$ cat src/rtl/sprite_engine.sv
`timescale 1ns/1ps
// Sprite engine: holds the 1-bit sprite bitmap and X/Y position, and renders the sprite
// against the raster counters through a 2-stage pipeline.
module sprite_engine #(
    parameter int SPRITE_W   = 8,
    parameter int SPRITE_H   = 8,
    parameter int POS_W      = 6,
    parameter int POS_SHIFT  = 3,
    parameter int SCALE_LOG2 = 2,
    parameter int CNT_W      = 10
) (
    input  logic             clk,
    input  logic             reset,
    input  logic             sprite_shift,
    input  logic             shift_x,
    input  logic             shift_y,
    input  logic             mosi_bit,
    input  logic             mirror_x,
    input  logic             mirror_y,
    input  logic             frame_start,
    input  logic [CNT_W-1:0] hcount,
    input  logic [CNT_W-1:0] vcount,
    input  logic             pixel_en,
    output logic             sprite_data,
    output logic             sprite_on,
    output logic             sprite_pixel
);

    localparam int N     = SPRITE_W * SPRITE_H;
    localparam int COL_W = $clog2(SPRITE_W);
    localparam int ROW_W = $clog2(SPRITE_H);
    localparam int IDX_W = $clog2(N);

    localparam logic [CNT_W:0] WIN_W = (CNT_W+1)'(SPRITE_W << SCALE_LOG2);
    localparam logic [CNT_W:0] WIN_H = (CNT_W+1)'(SPRITE_H << SCALE_LOG2);

    logic [N-1:0]     bitmap;
    logic [POS_W-1:0] pend_x, pend_y, act_x, act_y;

    // Shadowed position: act only changes at frame start, so a move never tears mid-frame.
    always_ff @(posedge clk or posedge reset) begin
        if (reset) begin
            bitmap <= '0;
            pend_x <= '0;
            pend_y <= '0;
            act_x  <= '0;
            act_y  <= '0;
        end else begin
            if (sprite_shift)
                bitmap <= {bitmap[N-2:0], mosi_bit};
            if (shift_x)
                pend_x <= {pend_x[POS_W-2:0], mosi_bit};
            if (shift_y)
                pend_y <= {pend_y[POS_W-2:0], mosi_bit};
            if (frame_start) begin
                act_x <= pend_x;
                act_y <= pend_y;
            end
        end
    end

    assign sprite_data = bitmap[N-1];

    logic [CNT_W:0]   origin_x, origin_y, rel_x, rel_y;
    logic             in_x, in_y;
    logic [COL_W-1:0] col_raw, col_next;
    logic [ROW_W-1:0] row_raw, row_next;

    // One extra bit keeps rel_x/rel_y signed so a raster left of or above the origin is outside.
    assign origin_x = {{(CNT_W+1-POS_W){1'b0}}, act_x} << POS_SHIFT;
    assign origin_y = {{(CNT_W+1-POS_W){1'b0}}, act_y} << POS_SHIFT;
    assign rel_x    = {1'b0, hcount} - origin_x;
    assign rel_y    = {1'b0, vcount} - origin_y;
    assign in_x     = !rel_x[CNT_W] && (rel_x < WIN_W);
    assign in_y     = !rel_y[CNT_W] && (rel_y < WIN_H);
    assign col_raw  = rel_x[SCALE_LOG2 +: COL_W];
    assign row_raw  = rel_y[SCALE_LOG2 +: ROW_W];
    assign col_next = mirror_x ? COL_W'(SPRITE_W-1) - col_raw : col_raw;
    assign row_next = mirror_y ? ROW_W'(SPRITE_H-1) - row_raw : row_raw;

    logic             s1_in_win;
    logic [COL_W-1:0] s1_col;
    logic [ROW_W-1:0] s1_row;
    logic [IDX_W-1:0] s2_idx;

    assign s2_idx = IDX_W'(s1_row) * IDX_W'(SPRITE_W) + IDX_W'(s1_col);

    // Stage 1 resolves the window and sprite cell; stage 2 looks up the live bitmap.
    always_ff @(posedge clk or posedge reset) begin
        if (reset) begin
            s1_in_win    <= 1'b0;
            s1_col       <= '0;
            s1_row       <= '0;
            sprite_on    <= 1'b0;
            sprite_pixel <= 1'b0;
        end else begin
            s1_in_win    <= pixel_en && in_x && in_y;
            s1_col       <= col_next;
            s1_row       <= row_next;
            sprite_on    <= s1_in_win;
            sprite_pixel <= s1_in_win & bitmap[IDX_W'(N-1) - s2_idx];
        end
    end

endmodule

$ cat config.mk
export PLATFORM = sky130hd
export DESIGN_NAME = sprite_engine
export DESIGN_NICKNAME = d
export VERILOG_FILES = /design/src/rtl/sprite_engine.sv
export SDC_FILE = /design/constraint.sdc
export NUM_CORES = 1
export LEC_CHECK = 0
export BUFFER_PORTS_ARGS = -buffer_cell sky130_fd_sc_hd__buf_2
export CAP_MARGIN = 30
export CORE_UTILIZATION = 54
export DETAILED_ROUTE_END_ITERATION = 8
export PLACE_DENSITY = 0.78
export SLEW_MARGIN = 5
export SYNTH_ARGS = -nofsm -noshare
export SYNTH_HDL_FRONTEND = slang
export SYNTH_SLANG_ARGS = --single-unit
$ cat constraint.sdc
create_clock -name clk -period 3.65 [get_ports clk]
set_clock_uncertainty 0.2 [all_clocks]
set_input_delay 0.73 -clock clk [delete_from_list [all_inputs] [get_ports clk]]
set_output_delay 0.73 -clock clk [all_outputs]
set_load 0.05 [all_outputs]
Yosys cells after proc, flatten, opt, wreduce, memory -nomap -nowiden
Cells that the tools add are included.
{ "op_classes": {"n_bitwise": 1, "reduce_logical": 6, "mux": 4, "n_lt_le_gt_ge": 3, "n_addsub": 6} }
{ "ops": {"columns": ["operator", "count"], "rows": [
  ["< comparator 11 x 6 -> 1 bit (second input constant)", 2],
  ["subtractor 10 x 9 -> 11 bit", 2],
  ["< comparator 6 x 7 -> 1 bit (second input constant)", 1],
  ["adder 6 x 3 -> 6 bit", 1],
  ["binary-select mux 1 bit (select 6 bit)", 1],
  ["two-way mux 3 bit", 2],
  ["subtractor 3 bit (first input constant)", 2],
  ["subtractor 6 bit (first input constant)", 1],
  ["logical AND 1 bit", 4],
  ["logical NOT 1 bit", 2],
  ["bitwise AND 1 bit", 1],
  ["two-way mux 1 bit", 1]
]} }
{ "word_totals": {"regBits": 97, "inputBits": 30, "out_inout_bits": 3, "wordCells": 30} }

Longest topological paths before layout
Gate-level depths: netlist of run 1.
{ "logic_depth": {"depth_word": 5, "depth_mapped": 10, "mapped_depth_nobuf": 10} }

Least setup slack after synthesis of run 1
No wires, ideal clock.
{ "synth_path": {"path_type": "input -> register", "start": "input port hcount[3]", "end": "register s1_in_win", "path_slack_ps": 1155, "stages": 10, "arrival_ps": 2194, "setup_ps": 101, "path_cell_list": "inv_1 ha_1 inv_1 fa_1 a21oi_1 and3b_1 mux2i_1 o22ai_1 nand3_1 nor4_1"} }
{ "synth_between": {"elab_chain_cells": 5, "elab_cells_between_ends": 6, "cone_classes": "add/sub: 1; order compare: 1; reduce/logical: 4"} }
{ "synth_lines": {"columns": ["item", "line", "text"], "rows": [
  ["start: declaration", "21", "input logic [CNT_W-1:0] hcount,"],
  ["subtractor 10 x 9 -> 11 bit (*)", "72", "assign rel_x = {1'b0, hcount} - origin_x;"],
  ["< comparator 11 x 6 -> 1 bit or logical NOT 1 bit (tied branches)", "74", "assign in_x = !rel_x[CNT_W] && (rel_x < WIN_W);"],
  ["logical AND 1 bit (*)", "74", null],
  ["logical AND 1 bit (*) (2 in series)", "97", "s1_in_win <= pixel_en && in_x && in_y;"],
  ["end signal: assignment", "97", null],
  ["end: declaration", "81", "logic s1_in_win;"]
]} }
Every way passes the cells marked *; elsewhere a longest branch is shown, timed or not.
A chain may end at the register's enable or synchronous reset.

Worst setup path in the final report of run 1
Ends and elaborated chain as after synthesis.

==> results of run 1 <==
[report_power, final]
| part | internal (mW) | switching [mW] | total, mW |
|---|---|---|---|
| clock | 0.317 | 0.363 | 0.680 |
| combinational | 0.405 | 0.283 | 0.688 |
| sequential | 1.28 | 0.175 | 1.46 |
| total | 2.01 | 0.822 | 2.83 |
[stage by stage]
step	cells	power [mW]	hold slack, ns	util [%]	setup slack [ns]
after floorplan	331	2.00	0.168	-	0.186
after global placement	451	2.12	0.240	58.7	0.872
after detailed placement	451	2.17	0.235	58.7	0.806
after CTS	467	2.85	0.226	61.0	1.19
after global routing	467	2.99	0.263	61.0	1.05
final	467	2.83	0.223	61.0	1.17
[synth_stat cells, types with 2 or more instances]
library cell and n:
dfrtp_1 97, mux2_2 79, inv_1 16, o21ai_0 16, mux4_2 15, nand2_1 14
clkbuf_1 13, ha_1 12, a21oi_1 9, nor2_1 8, xnor2_1 6, xor2_1 5
mux2i_1 4, nor2b_1 4, buf_6 3, nor4_1 3, o21a_1 3, fa_1 2
nand3_1 2, o31a_1 2
[logic make-up after synthesis]
family	count (synthesis)
and+or+nand+nor	36
adders and majority gates	14
xor gates and xnor gates	11
AOI/OAI and AO/OA	40
muxes	100
buffers and inverters	33
DFF	97
[per-layer routing]
metal / track usage [%] / up-vias / wire (um)
li1: - / 1251 / -
met1: 27.7 / 1351 / 3590
met2: 30.9 / 39 / 3760
met3: 4.13 / 10 / 196
met4: 6.15 / 0 / 125
met5: 0 / - / 0
[state kept, by name (all words and copies together), names as in the netlist]
| name | count |
|---|---|
| s1_col | 3 |
| s1_row | 3 |
| act_y | 6 |
| s1_in_win | 1 |
| bitmap | 64 |
| pend_x | 6 |
| sprite_pixel | 1 |
| sprite_on | 1 |
| pend_y | 6 |
| act_x | 6 |
[cell type report]
type                    instances  area [um^2]  area share [%]
flip-flops and latches         97         2430            48.4
multi-input cells             201         2020            40.4
repair buffers                 32          183            3.64
clock buffers                  11          131            2.62
well taps                     105          131            2.62
inverters                      16         61.3            1.22
clock inverters                 5         56.3            1.12
[worst paths after layout]
kind | startpoint | to | slack (ns) | cells after the start
max | hcount[3] | s1_in_win | 1.17 | 11
max reg2reg | s1_col[0] | sprite_pixel | 1.26 | 5
max in group asynchronous | reset | bitmap[42] | 2.31 | 3
min | reset | act_y[3] | 0.22 | 2
min reg2reg | s1_in_win | sprite_on | 0.27 | 0
min in group clk | s1_in_win | sprite_on | 0.27 | 0
==> impl_metrics.env, run 1 <==
export IMPL_synth_mux_area_share_pct=28.5
export IMPL_grt_pass1_vias=2711
export IMPL_drt_wl_total_mm=7.66
export IMPL_antenna_found_initial=0
export IMPL_cts_buffers_inserted=9
export IMPL_finalSetupTns_ns=0
export IMPL_die_h_um=94.3
export IMPL_synth_top_family_by_area="multiplexers"
export IMPL_synth_top_area_cell="dfrtp_1"
export IMPL_critPathMaxFanout=3
export IMPL_cts_tree="done"
export IMPL_synthArstFlopShare_pct=100
export IMPL_synth_area_um2=4600
export IMPL_grt_setup_unrepaired="no"
export IMPL_synth_cells=331
export IMPL_cp_slowest_stage_delay_ns=0.42
export IMPL_wire_per_inst_um=16.4
export IMPL_path_buf_inv=3
export IMPL_synth_cell_types=38
export IMPL_setup_viol=0
export IMPL_cp_common_cell="inv_1"
export IMPL_outcome="complete, no violations"
export IMPL_clk_insertion_delay_late_ns=0.36
export IMPL_nets=401
export IMPL_synth_xor_area_share_pct=2.09
export IMPL_cts_sinks=97
export IMPL_arrival_ns=2.54
export IMPL_max_freq_ghz=0.404
export IMPL_setup_worst_path_start_class="input port"
export IMPL_syn_nets=375
export IMPL_htree_levels=3
export IMPL_die_area_um2=8890
export IMPL_route_detailed_drc=0
export IMPL_cts_resized=0
export IMPL_layout_drive_gt1_share_pct=39.8
export IMPL_drt_iter0_drc=140
export IMPL_finalCriticalPeriod_ns=2.48
export IMPL_layout_commonest_cell="dfrtp_1"
export IMPL_period_share_pct=67.8
export IMPL_synth_seq_area_share_pct=52.8
export IMPL_grt_max_degree=64
export IMPL_synth_fa_ha_area_share_pct=4.13
export IMPL_gp_congestion=0.791
export IMPL_cap_violations=0
export IMPL_worstSetupPathType="in -> reg"
export IMPL_areaGrowthSynthToFinish_pct=9.03
export IMPL_routed_via_density=5.68
export IMPL_fillCellCount=630
export IMPL_mostFrequentLayoutCells="dfrtp_1 (97), mux2_2 (79), buf_2 (28), o21ai_0 (16)"
export IMPL_cts_root_buf="clkbuf_8"
export IMPL_grt_usage_pct=19.7
export IMPL_drv_slew=0
export IMPL_cts_buffer_depth=2
export IMPL_holdBufCountCts=0
export IMPL_drt_antenna_violating_nets=0
export IMPL_synth_compound_area_share_pct=5.60
export IMPL_powerDensity_nw_per_um2=564
export IMPL_slew_limit_headroom_pct=58.1
export IMPL_cp_top_family="adder cells"
export IMPL_overflow=0
export IMPL_synth_simple_area_share_pct=3.73
export IMPL_path_clk_slew_ns=0.09
export IMPL_start_util_pct=56.0
export IMPL_power_leakage_nw=2.33
export IMPL_row_count=33
export IMPL_avgSynthCellArea_um2=13.9
export IMPL_crit_chain="buf_2 > inv_1 > ha_1 > inv_1 > fa_1 > a21oi_1 > and3b_1 > mux2i_1 > o22ai_1 > nand3_1 > nor4_1"
export IMPL_synth_enable_flop_cells=0
export IMPL_worstSetupEndpointType="register"
export IMPL_ys_flop_type="dfrtp_1"
export IMPL_slowest_stage="fa_1"
export IMPL_finalInstanceArea_um2=5010
export IMPL_cp_required_ns=3.71
export IMPL_pin_count=33
export IMPL_yosysWarnings=0
export IMPL_grt_pass1_wl_mm=13.3
export IMPL_coreArea_um2=8220
export IMPL_die_x_um=94.3
export IMPL_ys_seq_elements=97
export IMPL_hp_class="in -> async"
export IMPL_ys_top_cells_by_area="dfrtp_1 (53%), mux2_2 (19%), mux4_2 (7.3%)"
export IMPL_synth_top_area_share_pct=52.8
export IMPL_dpl_hpwl_mm=5.35
export IMPL_antenna_cells=0
export IMPL_numPortBuffers=28
export IMPL_vias=2651
export IMPL_dr_pass1_iters=4
export IMPL_hold_viol=0
export IMPL_placed_cell_area_um2=4830
export IMPL_post_cts_buffers=0
export IMPL_timing_worst_slew_pin_value_ns=0.629
export IMPL_max_vdd_ir_drop_v=0.000267
Note: power is estimated with default switching activity, not from simulation.
==> run 2: changes to the inputs <==
Clock period 3.65 ns to 2.05 ns, I/O delays scaled along.
==> run 2 against run 1 <==
  * The run now ends with negative setup slack left
  * Routed wire length rose by 4.0%
  * Core utilization rose by 2.6 points
  * Via count rose by 0.26%
  * Total power rose by 84%
  * Clock power rose by 76%
  * Combinational power rose by 100%
  * Sequential cell count did not move
  * Critical path depth fell by 2
  * Count of clock-buffer cells in the layout fell by 1
  * Design area rose by 4.3%
  * First-iteration DRC count fell by 39%
  * Largest cell class unchanged
  * Highest routed layer unchanged
==> impl_metrics.env, run 2 (same netlist as run 1, synthesis figures left out) <==
export IMPL_timing_rr_end="s1_in_win"
export IMPL_total_power_mw=5.20
export IMPL_seq_power_share_pct=49.9
export IMPL_pin_count=33
export IMPL_wire_per_inst_um=16.6
export IMPL_finalCriticalPeriod_ns=2.19
export IMPL_die_x_um=94.3
export IMPL_layout_commonest_cell="dfrtp_1"
export IMPL_cp_slowest_stage_delay_ns=0.38
export IMPL_grt_usage_pct=20.6
export IMPL_grt_pass1_wl_mm=13.7
export IMPL_dpl_hpwl_mm=5.53
export IMPL_crit_start="act_x[0]"
export IMPL_clk_insertion_delay_late_ns=0.37
export IMPL_clkPwrFrac_pct=23.0
export IMPL_cp_top_family="adder cells"
export IMPL_cts_root_buf="clkbuf_8"
export IMPL_hold_viol=0
export IMPL_route_detailed_drc=0
export IMPL_layout_drive_gt1_share_pct=45.6
export IMPL_overflow=0
export IMPL_gp_congestion=0.801
export IMPL_p_int_mw=3.63
export IMPL_worst_path_stages=9
export IMPL_crit_chain="ha_1 > inv_1 > fa_2 > a21oi_2 > and3b_1 > mux2i_1 > o22ai_1 > nand3_1 > nor4_2"
export IMPL_setup_worst_path_start_class="register"
export IMPL_setup_ws_ns=-0.143
export IMPL_drt_antenna_violating_nets=0
export IMPL_drt_iter0_drc=86
export IMPL_sw_frac_of_total_pct=30.3
export IMPL_r2r_slack_ns=-0.14
export IMPL_dr_pass1_iters=4
export IMPL_cp_required_ns=2.12
export IMPL_rr_startpoint="act_x[0]"
export IMPL_die_h_um=94.3
export IMPL_vias=2658
export IMPL_mostFrequentLayoutCells="dfrtp_1 (96), mux2_2 (79), buf_2 (28), o21ai_0 (16), mux4_2 (16)"
export IMPL_largest_reg_flops=64
export IMPL_die_area_um2=8890
export IMPL_worstSetupEndpointType="register"
export IMPL_violations="negative setup slack"
export IMPL_arrival_ns=2.27
export IMPL_cap_violations=0
export IMPL_drv_slew=0
export IMPL_numPortBuffers=28
export IMPL_p_sw_mw=1.57
export IMPL_worstSetupPathType="reg -> reg"
export IMPL_grt_setup_unrepaired="yes"
export IMPL_drt_wl_total_mm=7.97
export IMPL_cts_sinks=97
export IMPL_endpoint="s1_in_win"
export IMPL_max_vdd_ir_drop_v=0.000549
export IMPL_hp_class="in -> reg"
export IMPL_slowest_stage="dfrtp_1"
export IMPL_critPathMaxFanout=3
export IMPL_path_clk_slew_ns=0.10
export IMPL_comb_power_share_pct=27.1
export IMPL_fillCellCount=611
export IMPL_timing_worst_slew_pin_value_ns=0.511
export IMPL_powerDensity_nw_per_um2=994
export IMPL_period_share_pct=107
export IMPL_areaGrowthSynthToFinish_pct=13.7
export IMPL_cts_tree="done"
export IMPL_nets=414
export IMPL_path_buf_inv=1
export IMPL_cts_buffers_inserted=9
export IMPL_grt_pass1_vias=2787
export IMPL_slew_limit_headroom_pct=65.9
export IMPL_top_register="bitmap"
export IMPL_dp_slack_ns=-0.330
export IMPL_antenna_cells=0
export IMPL_outcome="finished, violations left"
export IMPL_worst_r2r_path_depth=9
export IMPL_max_freq_ghz=0.456
export IMPL_htree_levels=3
export IMPL_antenna_found_initial=0
export IMPL_setup_viol=1
export IMPL_coreArea_um2=8220
export IMPL_grt_max_degree=98
export IMPL_start_util_pct=56.0
export IMPL_power_leakage_nw=2.41
export IMPL_routed_via_density=5.54
export IMPL_cts_buffer_depth=2
export IMPL_row_count=33
run 2: cell count changes in the layout (fill, tap and decap cells not counted), sizes merged:
cell,delta
bufinv,-1
clkinv,-3
dlygate4sd3,+1
clkbuf,-1
inv,+4
buf,+12
clkinvlp,+1
run 2: final cells by class:
| class | instances | area, um^2 | area share, % |
|---|---|---|---|
| tap | 105 | 131 | 2.51 |
| sequential | 97 | 2430 | 46.4 |
| clock inverter | 6 | 56.3 | 1.08 |
| timing repair buffer | 45 | 345 | 6.60 |
| clock buffer | 10 | 138 | 2.63 |
| multi-input combinational | 201 | 2070 | 39.5 |
| inverter | 16 | 63.8 | 1.22 |
run 2: worst min path at each step:
stage,from,endpoint,cells after the start
CTS,hcount[2],s1_col[0],2
global placement,pend_y[5],act_y[5],2
floorplan,s1_in_win,sprite_on,0
detailed placement,s1_in_win,sprite_on,0
global route,hcount[2],s1_col[0],2
finish,hcount[2],s1_col[0],2
run 2: per-layer routing:
| layer | global-route usage (%) | part of all wire [%] | up-vias |
|---|---|---|---|
| li1 | - | - | 1272 |
| met1 | 25.8 | 45 | 1339 |
| met2 | 35.3 | 51 | 39 |
| met3 | 4.29 | 2.6 | 8 |
| met4 | 7.44 | 1.4 | 0 |
| met5 | 0 | 0 | - |
run 2: timing repair:
item / in CTS / in global routing
pin swaps: 6 / 4
endpoints found under the setup margin: 2 / 2
hold endpoints to repair: 34 / 0
buffers inserted: 5 / 0
gates resized for setup: 6 / 7
hold buffers: 1 / 0
cloned: 1 / 0
run 2: metrics by stage:
step | hold slack (ns) | util (%) | area, um^2 | instances | TNS (ns)
5_1_grt | 0.0248 | 63.7 | 5230 | 480 | -0.319
4_1_cts | 0.0160 | 63.7 | 5240 | 481 | -0.168
6_report | 0.0276 | 63.7 | 5230 | 480 | -0.143
2_1_floorplan | 0.168 | - | 4610 | 331 | -0.0743
3_5_place_dp | 0.263 | 60.1 | 4940 | 459 | -0.354
3_3_place_gp | 0.265 | 60.1 | 4940 | 459 | -0.305
run 2: power groups by stage:
stage	clock network (mW)	registers [mW]	logic [mW]
floorplan	0	2.48	1.09
global route	1.31	2.65	1.55
global placement	0	2.60	1.28
CTS	1.23	2.59	1.45
finish	1.20	2.60	1.41
detailed placement	0	2.62	1.33
